## src/rtl/demux_1_a_4_reg.sv

```systemverilog
`default_nettype none
// ============================================================================
// Module      : demux_1_a_4_reg
// Description : Registered 1-to-4 stream distributor with a valid/ready
//               handshake and one registered entry per output channel.
//               Optional macro ROUND_ROBIN_EN adds i_auto, which routes
//               accepted words through a rotating channel pointer.
// Revision    : 1.0 - initial release
// ============================================================================
module demux_1_a_4_reg #(
   parameter int N = 4
) (
   input  logic         i_clk,
   input  logic         i_rst,
   input  logic [N-1:0] i_Datos,
   input  logic [1:0]   i_sel,
   input  logic         i_valid,
   output logic         o_ready,
   output logic [N-1:0] o_Datos_0,
   output logic [N-1:0] o_Datos_1,
   output logic [N-1:0] o_Datos_2,
   output logic [N-1:0] o_Datos_3,
   output logic [3:0]   o_valid,
   input  logic [3:0]   i_ready,
`ifdef ROUND_ROBIN_EN
   input  logic         i_auto,
`endif
   output logic         o_busy
);

   logic [1:0]   w_tgt;
   logic [3:0]   w_free;
   logic         w_accept;
   logic [3:0]   w_valid;
   logic [N-1:0] w_dat [4];

   // A channel can take a word if it is empty or is being drained this cycle.
   assign w_free   = ~w_valid | i_ready;
   assign o_ready  = w_free[w_tgt];
   assign w_accept = i_valid & o_ready;

`ifdef ROUND_ROBIN_EN
   logic [1:0] r_rr;

   assign w_tgt = i_auto ? r_rr : i_sel;

   always_ff @(posedge i_clk or posedge i_rst) begin
      if (i_rst)
         r_rr <= 2'd0;
      else if (w_accept && i_auto)
         r_rr <= r_rr + 2'd1;
   end
`else
   assign w_tgt = i_sel;
`endif

   generate
      for (genvar k = 0; k < 4; k++) begin : g_ch
         logic         w_load;
         logic         r_v;
         logic [N-1:0] r_d;

         assign w_load = w_accept && (w_tgt == 2'(k));

         // Loading wins over draining so a same-cycle refill keeps the channel full.
         always_ff @(posedge i_clk or posedge i_rst) begin
            if (i_rst) begin
               r_v <= 1'b0;
               r_d <= '0;
            end else if (w_load) begin
               r_v <= 1'b1;
               r_d <= i_Datos;
            end else if (i_ready[k]) begin
               r_v <= 1'b0;
            end
         end

         assign w_valid[k] = r_v;
         assign w_dat[k]   = r_d;
      end
   endgenerate

   assign o_valid   = w_valid;
   assign o_busy    = |w_valid;
   assign o_Datos_0 = w_dat[0];
   assign o_Datos_1 = w_dat[1];
   assign o_Datos_2 = w_dat[2];
   assign o_Datos_3 = w_dat[3];

endmodule
`default_nettype wire

```

## config.mk

```make
export PLATFORM = sky130hd
export DESIGN_NAME = demux_1_a_4_reg
export DESIGN_NICKNAME = d
export VERILOG_FILES = /design/src/rtl/demux_1_a_4_reg.sv
export SDC_FILE = /design/constraint.sdc
export NUM_CORES = 1
export LEC_CHECK = 0
export CAP_MARGIN = 20
export CORE_MARGIN = 10
export CORE_UTILIZATION = 63
export DETAILED_ROUTE_END_ITERATION = 10
export DONT_BUFFER_PORTS = 1
export PLACE_DENSITY = 0.76
export SLEW_MARGIN = 20
export SYNTH_ARGS = -nofsm -noshare
export SYNTH_HDL_FRONTEND = slang
export SYNTH_SLANG_ARGS = --single-unit
```

## constraint.sdc

```tcl
create_clock -name i_clk -period 2.66 [get_ports i_clk]
set_input_delay 0.133 -clock i_clk [delete_from_list [all_inputs] [get_ports i_clk]]
set_output_delay 0.133 -clock i_clk [all_outputs]
set_load 0.005 [all_outputs]
```

==> results_dict.tcl <==
set metrics [dict create \
    status "complete, no violations" \
    antenna_found_initial 0 \
    core_um2 1320 \
    r2r_start "g_ch[2].r_v" \
    holdWs_ns 0.0330 \
    syn_nets 73 \
    synth_mux_area_share_pct 25.1 \
    synth_area_um2 883 \
    avgRoutedWirePerCell_um 23.3 \
    cts_resized 0 \
    cts_buffers 3 \
    p_leak_nw 0.431 \
    most-common-layout-cells "dfrtp_1, mux2_2, dlygate4sd3_1, nand2_1" \
    synth_top_family_by_area "multiplexers" \
    synth_compound_area_share_pct 0.567 \
    grt_pass1_wl_um 3020 \
    finalWirelength_um 1870 \
    pwr-share-seq_pct 63.5 \
    slowest_delay_ns 0.55 \
    combPwrFrac_pct 15.1 \
    antenna_cells 0 \
    required_ns 2.53 \
    rsz0062_at_grt "no" \
    slowest_stage "mux4_1" \
    hold_buffers 6 \
    area_growth_syn_to_layout_pct 7.93 \
    dieArea_um2 3300 \
    drc 0 \
    critPathBufInv 0 \
    grt_pass1_vias 560 \
    start_util_pct 67.0 \
    setup_tns_ns 0 \
    max_freq_mhz 668 \
    post_cts_buffers 0 \
    vias 489 \
    switching_power_uw 167 \
    max_slew_margin_pct 49.6 \
    report.power.total_uw 643 \
    intPower_uw 476 \
    worst_slew_pin_slew_ns 0.756 \
    synth.distinct_cells 17 \
    path_max_fanout 3 \
    crit_family "multiplexers" \
    p_per_area_nw_per_um2 675 \
    power_frac_clock_pct 21.4 \
    drv_cap 0 \
    worstSkewPairLatency_ns 0.29 \
    fin_util_pct 72.4 \
    synthXorXnorAreaFrac_pct 0 \
    period_needed_ns 1.50 \
    synth_seq_cells 20 \
    nets 80 \
    crit_path_start "g_ch[1].r_v" \
    ys_seq_area_share_pct 56.7 \
    grt.overflow.total 0 \
    min_from "i_sel[0]" \
    place_congestion 0.712 \
    dpl.hpwl_um 1410 \
    yosysWarnings 0 \
    crit_type "reg2out" \
    cts_root_buffer "clkbuf_4" \
    h-tree-depth 1 \
    synth_cells 60 \
    slew_viol_final 0 \
    port_buffers 0 \
    drive_gt1_share_pct 33.8 \
    final_common_cell "dfrtp_1" \
    die_w_um 57.4 \
    syn_avg_cell_area_um2 14.7 \
    ant_nets 0 \
    io_pins 35 \
    grt_util_all_layers_pct 11.4 \
    rows 13 \
    min_path_type "in2reg" \
    clock_skew_ns 0.00816 \
    cts_tree "yes" \
    path_cells "nand2b_1 > mux4_1" \
    crit_path_end_kind "output port" \
    grt_max_degree 21 \
    ir_worst_vdd_v 0.000364 \
    die_y_um 57.4 \
    cp.arrival_ns 1.36 \
    path_clk_slew_ns 0.11 \
    viasPerCell 6.11 \
    setup_viol 0 \
    clk_path_buf_depth 2 \
    yosys.area_share.simple_pct 12.6 \
    switching_share_pct 26.0 \
    cts.sinks 20 \
    synth_fa_ha_area_share_pct 0 \
    fin_crit_sh_pct 56.3 \
    startpoint_type "register" \
    hold_viol 0 \
    dr.pass1.iters 2 \
    detail_route.iter0.violations 3 \
]
## stage by stage
stage / area [um2] / setup WS, ns / instances
2_1_floorplan: 883 / 1.50 / 60
3_3_place_gp: 861 / 1.37 / 70
3_5_place_dp: 861 / 1.32 / 70
4_1_cts: 943 / 1.13 / 79
5_1_grt: 953 / 1.09 / 80
6_report: 953 / 1.16 / 80
## tightest hold or removal path, stage by stage
cell and delay [ns]:
nor2b_2 0.03, nand2_1 0.08, nand2_1 0.05
## routing by layer
layer | share of wire, % | wire, um | track usage (%)
met5 | 0 | 0 | 0
met1 | 39 | 721 | 12.0
met3 | 13 | 243 | 7.30
met4 | 0.54 | 10 | 3.69
met2 | 48 | 890 | 18.1
## path summary, 6_finish.rpt
check                               end  slack, ns  cells past startpoint
setup reg to reg           o_Datos_2[3]       1.32                      3
hold / removal              g_ch[2].r_v       0.03                      3
hold reg to reg            o_Datos_0[3]       0.55                      1
min in group asynchronous  o_Datos_1[3]       0.40                      2
max in group asynchronous   g_ch[1].r_v       1.78                      2
setup / recovery                o_ready       1.16                      2
## power by group through the flow
| stage | Sequential, mW | Combinational (mW) | Clock [mW] |
|---|---|---|---|
| after floorplan | 0.397 | 0.0855 | 0 |
| after global placement | 0.418 | 0.0826 | 0 |
| after detailed placement | 0.418 | 0.0879 | 0 |
| after CTS | 0.413 | 0.0972 | 0.136 |
| after global routing | 0.419 | 0.108 | 0.153 |
| final | 0.409 | 0.0971 | 0.138 |
## sequential cells by signal, summed over array words and instances, names as in the netlist
register,cells
g_ch.r_v,4
o_Datos_0,4
o_Datos_1,4
o_Datos_2,4
o_Datos_3,4
## synth_stat cells
library cell,instances,area [um2]
mux4_1,1,26.3
nor2b_2,1,8.76
inv_1,1,3.75
nand3b_1,1,7.51
dfrtp_1,20,500
mux2_4,4,60.1
nand2b_1,4,25.0
nor3b_4,1,18.8
nand2_1,5,18.8
nand3_1,1,5.00
o21ai_0,1,5.00
or4_1,1,7.51
and3_1,1,6.26
mux2_2,12,135
buf_4,4,30.0
nor2b_4,1,13.8
buf_6,1,11.3
## cell type report
class,count,area (um2)
timing repair buffer,7,70.1
inverter,1,3.75
fill,81,364
clock buffer,3,22.5
sequential,20,500
tap,15,18.8
multi-input combinational,34,338
## cell families (layout without fill, tap and decap cells)
| family | Yosys count | count (layout) |
|---|---|---|
| mux | 17 | 17 |
| buf+inv | 6 | 11 |
| flops | 20 | 20 |
| compound gates | 1 | 1 |
| simple gates | 16 | 16 |
Power figures use the tool's default switching activity.
